`src/rtl/if_fetch_queue.sv`:
```
// if_fetch_queue: instruction fetch front-end upstream of the IF/ID register.
// Owns the fetch PC, issues in-order requests to instruction memory, buffers
// the returned instructions in a small FIFO and presents {inst, pc+4} to IF/ID.
// A taken-branch redirect flushes the FIFO and drops every response still in
// flight. Reset is synchronous and active-low.
//
// Optional feature: define IFQ_BYPASS_EN to forward a response straight to the
// outputs when the FIFO is empty, saving one cycle of latency.
//
// Ports:
//   clk, reset                      clock, synchronous active-low reset
//   imem_req_valid/ready/addr       fetch request channel
//   imem_rsp_valid/data             in-order fetch responses
//   stall                           hold the head (hazard unit)
//   redirect, redirect_pc           flush and refetch from redirect_pc
//   inst_valid, inst, inst_pc_plus4 head instruction to IF/ID
module if_fetch_queue #(
    parameter int unsigned DEPTH    = 4,
    parameter logic [31:0] RESET_PC = 32'h0000_0000
) (
    input  logic        clk,
    input  logic        reset,
    output logic        imem_req_valid,
    input  logic        imem_req_ready,
    output logic [31:0] imem_req_addr,
    input  logic        imem_rsp_valid,
    input  logic [31:0] imem_rsp_data,
    input  logic        stall,
    input  logic        redirect,
    input  logic [31:0] redirect_pc,
    output logic        inst_valid,
    output logic [31:0] inst,
    output logic [31:0] inst_pc_plus4
);

    localparam int unsigned PtrW = (DEPTH > 1) ? $clog2(DEPTH) : 1;
    localparam int unsigned CntW = $clog2(DEPTH + 1);
    // In-flight/discard counters are sized for the memory pipeline, not DEPTH:
    // repeated redirects can stack stale requests beyond DEPTH.
    localparam int unsigned FlyW = 8;

    logic [31:0]     fetch_pc_q, fetch_pc_d;
    logic [31:0]     rsp_pc_q, rsp_pc_d;
    logic [CntW-1:0] count_q, count_d;
    logic [FlyW-1:0] inflight_q, inflight_d;
    logic [FlyW-1:0] discard_q, discard_d;
    logic [PtrW-1:0] rd_ptr_q, rd_ptr_d;
    logic [PtrW-1:0] wr_ptr_q, wr_ptr_d;
    logic [63:0]     fifo_q [DEPTH];

    logic [FlyW:0]   occupancy;
    logic [63:0]     head;
    logic            req_fire;
    logic            rsp_useful;
    logic            bypass;
    logic            bypass_take;
    logic            push;
    logic            pop;

    always_comb begin
        head = fifo_q[rd_ptr_q];
        // Buffered entries plus useful (non-discarded) requests in flight.
        occupancy = {{(FlyW + 1 - CntW){1'b0}}, count_q} + {1'b0, inflight_q - discard_q};

        imem_req_valid = reset && !redirect && (occupancy < (FlyW + 1)'(DEPTH));
        imem_req_addr  = fetch_pc_q;
        req_fire       = imem_req_valid && imem_req_ready;

        rsp_useful = imem_rsp_valid && (discard_q == '0) && !redirect;
`ifdef IFQ_BYPASS_EN
        bypass = rsp_useful && (count_q == '0);
`else
        bypass = 1'b0;
`endif
        bypass_take = bypass && !stall;
        push        = rsp_useful && !bypass_take;
        pop         = (count_q != '0) && !stall && !redirect;

        inst_valid    = (count_q != '0) || bypass;
        inst          = 32'h0;
        inst_pc_plus4 = 32'h0;
        if (bypass) begin
            inst          = imem_rsp_data;
            inst_pc_plus4 = rsp_pc_q + 32'd4;
        end else if (count_q != '0) begin
            inst          = head[31:0];
            inst_pc_plus4 = head[63:32];
        end
    end

    always_comb begin
        fetch_pc_d = fetch_pc_q;
        rsp_pc_d   = rsp_pc_q;
        count_d    = count_q;
        inflight_d = inflight_q;
        discard_d  = discard_q;
        rd_ptr_d   = rd_ptr_q;
        wr_ptr_d   = wr_ptr_q;

        if (redirect) begin
            fetch_pc_d = redirect_pc & 32'hFFFF_FFFC;
            rsp_pc_d   = redirect_pc & 32'hFFFF_FFFC;
            count_d    = '0;
            rd_ptr_d   = '0;
            wr_ptr_d   = '0;
            // No request can fire in a redirect cycle; this cycle's response
            // retires here and everything still outstanding becomes stale.
            inflight_d = inflight_q - FlyW'(imem_rsp_valid);
            discard_d  = inflight_q - FlyW'(imem_rsp_valid);
        end else begin
            if (req_fire) begin
                fetch_pc_d = fetch_pc_q + 32'd4;
            end
            inflight_d = inflight_q + FlyW'(req_fire) - FlyW'(imem_rsp_valid);
            if (imem_rsp_valid && (discard_q != '0)) begin
                discard_d = discard_q - FlyW'(1);
            end
            if (rsp_useful) begin
                rsp_pc_d = rsp_pc_q + 32'd4;
            end
            if (push) begin
                wr_ptr_d = wr_ptr_q + PtrW'(1);
            end
            if (pop) begin
                rd_ptr_d = rd_ptr_q + PtrW'(1);
            end
            count_d = count_q + CntW'(push) - CntW'(pop);
        end
    end

    always_ff @(posedge clk) begin
        if (!reset) begin
            fetch_pc_q <= RESET_PC;
            rsp_pc_q   <= RESET_PC;
            count_q    <= '0;
            inflight_q <= '0;
            discard_q  <= '0;
            rd_ptr_q   <= '0;
            wr_ptr_q   <= '0;
        end else begin
            fetch_pc_q <= fetch_pc_d;
            rsp_pc_q   <= rsp_pc_d;
            count_q    <= count_d;
            inflight_q <= inflight_d;
            discard_q  <= discard_d;
            rd_ptr_q   <= rd_ptr_d;
            wr_ptr_q   <= wr_ptr_d;
        end
    end

    // Storage needs no reset: entries are only read while count_q says so.
    always_ff @(posedge clk) begin
        if (push) begin
            fifo_q[wr_ptr_q] <= {rsp_pc_q + 32'd4, imem_rsp_data};
        end
    end

    // The credit scheme keeps a full FIFO from ever seeing another response.
    assert property (@(posedge clk) disable iff (!reset)
                     !(imem_rsp_valid && (count_q == CntW'(DEPTH))));

endmodule

```
`config.mk`:
```
export PLATFORM = sky130hd
export DESIGN_NAME = if_fetch_queue
export DESIGN_NICKNAME = d
export VERILOG_FILES = /design/src/rtl/if_fetch_queue.sv
export SDC_FILE = /design/constraint.sdc
export NUM_CORES = 1
export LEC_CHECK = 0
export ABC_CLOCK_PERIOD_IN_PS = 4700
export CORE_MARGIN = 2
export CORE_UTILIZATION = 57
export CTS_CLUSTER_DIAMETER = 120
export CTS_CLUSTER_SIZE = 40
export DETAILED_ROUTE_END_ITERATION = 16
export PLACE_DENSITY_LB_ADDON = 0.05
export RECOVER_POWER = 50
export SYNTH_ARGS = -nofsm -noshare
export SYNTH_HDL_FRONTEND = slang
export SYNTH_SLANG_ARGS = --single-unit
```
`constraint.sdc`:
```
create_clock -name clk -period 4.7 [get_ports clk]
set_input_delay 0.94 -clock clk [delete_from_list [all_inputs] [get_ports clk]]
set_output_delay 0.94 -clock clk [all_outputs]
set_load 0.05 [all_outputs]
```
==> run metrics, run 1 <==
status finished, violations left; failing checks capacitance limit, slew limit; Fmax 0.228 GHz; Async S/R FF share, synth 0%; die extent in x 166 um; vias 9035; crit path max fanout 6; post-route ant nets 0; placed cells 1558; max_slew headroom -25.6%; setup TNS 0 ns; Synth area leaders edfxtp_1, dfxtp_1, mux4_2, xnor2_1, ha_1; crit share post-route 93.3%; FF-to-FF path depth 21; H-Tree Level Count 1; worst slew pin tran 1.88 ns; die area 27600 sq um; CP Data Required Time 5.10 ns; Layout area overhead 16.2%; CP startpoint inflight_q[0]$_SDFF_PN0_; hold path startpoint wr_ptr_q[1]$_SDFFE_PP0P_; vias in the first global route 8830; synthesized area 15000 sq um; r2r endpoint inflight_q[7]$_SDFF_PN0_; RSZ-0062 raised after global routing false; multi-input combinational cell area 5470 sq um; share of layout cells above drive strength 1 10.4%; hold path endpoint wr_ptr_q[1]$_SDFFE_PP0P_; TritonCTS Buffers 12; DRC violation count after routing 0; Chip Height 166 um; R2R Setup Slk 0.32 ns; Unique masters post-synth 59; Worst Hold Depth 2; Routed WL 30.0 mm; First-pass DRT Iterations 5; Port Buffers 161; max-cap viol count 2; Syn. warnings 0; DR iter-0 viols 603; Lkg Pwr 5.65 nW; initial antenna violation count 0; number of synthesized flops with an enable pin 248; Post-Synthesis Cells 1096; Layout Skew 0.0432 ns; Finished Core Util 67.1%; CTS tree yes; Yosys reg bits 333; # diodes 0; worst hold slack 0.521 ns; RD Place Congestion 0.837; Final Hold Viols 0; area share of the leading cell type in the synthesized netlist 49.8%; post-DP HPWL 20.3 mm; worst skew pair latency 0.53 ns; Clock Path Buffers 3; pin count of the biggest net entering global routing 63; Hold Buf Count CTS 0; core area 25900 sq um; post-synth top area cell edfxtp_1; Initial Util 57.8%; Setup-failing EPs final 0; critical path class reg2reg; Min-Delay Path Class reg2reg; Power per Cell Area 344 nW/um^2; wire per inst 19.0 um; Final min period 4.38 ns; sequential cell area 9150 sq um; Avg Synthesized Cell Area 13.7 sq um; # rows 59; fill count 1883; Sink Count 333; Nets 1348; Seq/Total Area, Yosys 61.1%; max-slew violations 105; Ports 168; RR Startpoint inflight_q[0]$_SDFF_PN0_; type of origin of the critical path flop; Finished Layout Cells 1581; clk root buf clkbuf_16; total track usage 21.6%; Congestion Overflow GR 0; worst path arrival time 4.78 ns; Max VDD drop 261 uV; first-pass GRT wire length 47.9 mm; routed vias/inst 5.71; clk slew on worst S/H paths 0.15 ns; CP Capture Type flop; Top FF cell, synth edfxtp_1
[per-stage QoR]
| stage | area (sq um) | total power [mW] | setup slack (ns) |
|---|---|---|---|
| 3_5_place_dp | 17000 | 4.66 | 0.113 |
| 3_3_place_gp | 17000 | 4.64 | 0.179 |
| 2_1_floorplan | 15000 | 4.31 | 0.112 |
| 5_1_grt | 17400 | 6.27 | 0.0124 |
| 4_1_cts | 17400 | 6.02 | 0.0644 |
| 6_report | 17400 | 5.99 | 0.315 |
[worst max path at each step]
stage / depth (start not counted) / endpoint
5_1_grt: 23 / inflight_q[6]$_SDFF_PN0_
4_1_cts: 21 / inflight_q[7]$_SDFF_PN0_
2_1_floorplan: 23 / inflight_q[6]$_SDFF_PN0_
6_report: 21 / inflight_q[7]$_SDFF_PN0_
3_5_place_dp: 21 / inflight_q[7]$_SDFF_PN0_
3_3_place_gp: 23 / inflight_q[6]$_SDFF_PN0_
[state kept, by name, indices dropped and copies added, names as in the netlist, named ones only]
register	count
wr_ptr_q	2
inflight_q	8
imem_req_addr	30
count_q	3
rsp_pc_q	30
fifo_q	248
discard_q	8
rd_ptr_q	2
[cells by family after synthesis]
kind of cell	Yosys count	synth area share, %
AO/OA/AOI/OAI	147	5.89
XOR/XNOR	92	5.38
adder cells (fa/ha/maj)	38	3.33
buffers and inverters	91	2.47
flip-flops	333	61.1
multiplexers	74	10.2
other	1	0.0251
AND/OR/NAND/NOR	320	11.6
[synthesized netlist by cell type (35+ instances only)]
cell type,n
a21oi_1,58
clkbuf_1,42
dfxtp_1,85
edfxtp_1,248
ha_1,35
mux4_2,62
nand2_1,56
nor2_1,63
nor2b_1,66
o21ai_0,41
xnor2_1,53
xor2_1,39
[report_power, final]
| group | switching [mW] | internal (mW) | total (mW) |
|---|---|---|---|
| clock | 0.845 | 0.535 | 1.38 |
| combinational | 0.735 | 0.514 | 1.25 |
| sequential | 0.0962 | 3.27 | 3.36 |
| total | 1.68 | 4.31 | 5.99 |
[worst max-delay path, stage by stage (launching register included)]
cell      delay, ns
dfxtp_1        0.33
inv_1          0.08
ha_1           0.17
inv_1          0.06
fa_2           0.37
xor2_1         0.18
ha_1           0.29
nor4_2         0.24
o211a_1        0.25
nand2_2        0.15
nor3_4         0.26
nand2_1        0.10
ha_1           0.23
inv_1          0.07
ha_1           0.21
a21oi_1        0.17
o21ba_2        0.19
o21ai_0        0.15
a2111o_1       0.40
o311a_1        0.12
xnor2_1        0.12
and2_1         0.15
[final cells by class]
type	instances	share of cell area, %
clock inverters	1	0.173
repair buffers	187	10.7
well taps	335	2.41
inverters	31	0.669
clock buffers	19	2.00
flip-flops and latches	333	52.6
multi-input cells	675	31.4
[per-layer routing]
metal  vias up  track usage (%)  part of all wire, %
met5         -                0                    0
met4         0             3.40                  1.1
met3        22             3.57                  5.7
met2       229             35.3                   47
met1      4439             31.6                   46
li1       4345                -                    -
[cells in the final DEF, fill, tap and decap left out, types with 24 or more instances in the layout]
master / count
mux4_2: 62
dfxtp_1: 83
nor3_1: 24
clkdlybuf4s50_1: 126
ha_1: 35
o21ai_0: 41
edfxtp_1: 248
nand2_1: 55
nor2b_1: 66
inv_1: 31
xor2_1: 39
a21oi_1: 58
nor2_1: 63
dlygate4sd3_1: 33
xnor2_1: 53
[what timing repair did]
| action | 4_1_cts | 5_1_grt |
|---|---|---|
| setup buffers | 0 | 3 |
| gates resized for setup | 0 | 3 |
| setup endpoints to repair | 0 | 2 |
Power figures use the tool's default switching activity.
==> inputs of run 2 (changes only) <==
- RECOVER_POWER: 50 -> 25
==> run 2 against run 1 <==
  * The flow now finishes without violations
  * Non-clock buffer count unchanged
  * Wire length about the same
  * Combinational power about the same
  * Count of clock-buffer cells in the layout unchanged
  * Critical path depth unchanged
  * Die area unchanged
  * Sequential cell count unchanged
  * Setup slack improved by 0.0028 ns
  * Clock skew increased by 0.00073 ns
  * Sequential power about the same
  * Largest power group unchanged
==> run metrics, run 2 (same netlist as run 1, synthesis figures left out) <==
status finished clean; Finished Core Util 67.3%; crit-path most repeated cell ha_1; Congestion Overflow GR 0; Sink Count 333; die extent in x 166 um; clk root buf clkbuf_16; Clock Path Buffers 3; Max VDD drop 262 uV; met2 Track Usage GR 35.3%; first-pass GRT wire length 47.9 mm; switching power 1.68 mW; met1 Usage GRT 31.6%; sequential power share 56.1%; RSZ-0062 raised after global routing false; # diodes 0; DRC violation count after routing 0; vias in the first global route 8830; max-slew violations 0; H-Tree Level Count 1; most frequent cells in the layout edfxtp_1, clkdlybuf4s50_1, dfxtp_1; Setup-failing EPs final 0; worst slew pin tran 0.716 ns; worst path cell trace inv_1 > ha_1 > inv_1 > fa_2 > xor2_1 > ha_1 > nor4_2 > o211a_1 > nand2_2 > nor3_4 > nand2_1 > ha_1 > inv_1 > ha_1 > a21oi_1 > o21ba_2 > o21ai_0 > a2111o_1 > o311a_1 > xnor2_1 > and2_1; clock network fraction of total power 23.1%; Power per Cell Area 344 nW/um^2; Layout Skew 0.0440 ns; CP Capture Type flop; core area 25900 sq um; Min-Delay Path Class reg2reg; # rows 59; wire per inst 18.9 um; GRT met3 Usage 3.57%; routed vias/inst 5.70; vias 9018; DR iter-0 viols 594; type of origin of the critical path flop; worst hold slack 0.520 ns; First-pass DRT Iterations 5; crit path max fanout 6; setup TNS 0 ns; CP Data Required Time 5.10 ns; CTS tree yes; Routed WL 29.9 mm; post-route ant nets 0; Final Hold Viols 0; Nets 1348; TritonCTS Buffers 12; Fmax 0.228 GHz; max-cap viol count 0; Port Buffers 161; Largest stage delay, worst path 0.40 ns; placed cells 1558; worst skew pair latency 0.53 ns; fin area 17400 sq um; RD Place Congestion 0.837; Ports 168; max reg flops 248; Final min period 4.38 ns; total track usage 21.6%; Layout area overhead 16.5%; critical path class reg2reg; slowest CP cell a2111o_1; post-DP HPWL 20.3 mm; Largest Register fifo_q; Lkg Pwr 5.68 nW; placed cell area 17000 sq um; clk slew on worst S/H paths 0.10 ns; max_slew headroom 52.3%; crit share post-route 93.2%; Chip Height 166 um; pin count of the biggest net entering global routing 63; gr busiest metal met2; Initial Util 57.8%; commonest non-fill, non-tap cell in the layout edfxtp_1; die area 27600 sq um; Gate power share 20.9%; worst path arrival time 4.78 ns; Finished Layout Cells 1581; share of layout cells above drive strength 1 10.9%; initial antenna violation count 0; Sw Share 28.0%; internal power component 4.32 mW
## run 2: cell types whose count changed in the layout (fill, tap and decap cells not counted), sizes merged
cell,change
clkbuf,-4
buf,+4
dlygate4sd3,-1
clkdlybuf4s50,+1
## run 2: layout make-up
| class | count | area [sq um] |
|---|---|---|
| flip-flops and latches | 333 | 9150 |
| clock buffers | 19 | 348 |
| inverters | 31 | 116 |
| multi-input cells | 675 | 5490 |
| well taps | 335 | 419 |
| fillers | 1874 | 8470 |
| repair buffers | 187 | 1890 |
| clock inverters | 1 | 30.0 |
## run 2: final timing paths
check | start | to | slack [ns] | cells past startpoint
max reg2reg | inflight_q[0]$_SDFF_PN0_ | inflight_q[7]$_SDFF_PN0_ | 0.32 | 21
max | inflight_q[0]$_SDFF_PN0_ | inflight_q[7]$_SDFF_PN0_ | 0.32 | 21
min | discard_q[6]$_SDFFE_PN0P_ | discard_q[6]$_SDFFE_PN0P_ | 0.52 | 2
min reg2reg | discard_q[6]$_SDFFE_PN0P_ | discard_q[6]$_SDFFE_PN0P_ | 0.52 | 2
## run 2: through the flow
step | setup WS (ns) | total power, mW
after floorplan | 0.112 | 4.31
after global placement | 0.179 | 4.64
after detailed placement | 0.113 | 4.66
after CTS | 0.0644 | 6.02
after global routing | 0.0124 | 6.27
final | 0.318 | 6.00
## run 2: power groups by stage
stage               clock (mW)  sequential (mW)  combinational [mW]
floorplan                    0             3.45               0.860
detailed placement           0             3.43                1.23
global route              1.51             3.38                1.38
global placement             0             3.43                1.22
CTS                       1.42             3.36                1.24
finish                    1.38             3.36                1.25
## run 2: repair_timing
action,CTS,global route
gates resized for setup,0,3
endpoints found under the setup margin,0,2
hold buffers,0,0
buffers inserted,0,3
## run 2: per-layer routing
metal | routed length [um] | part of all wire [%] | vias up
met5 | 0 | 0 | -
met4 | 277 | 0.92 | 0
met3 | 1710 | 5.7 | 18
met2 | 14100 | 47 | 238
met1 | 13800 | 46 | 4418
li1 | - | - | 4344
## run 2: critical path: cells and delay by family, from the launching register on
kind / cells / cell delay [ns]
simple gates: 5 / 0.90
buf+inv: 3 / 0.21
compound gates: 6 / 1.28
flops: 1 / 0.33
xor+xnor: 2 / 0.30
fa+ha+maj: 5 / 1.27
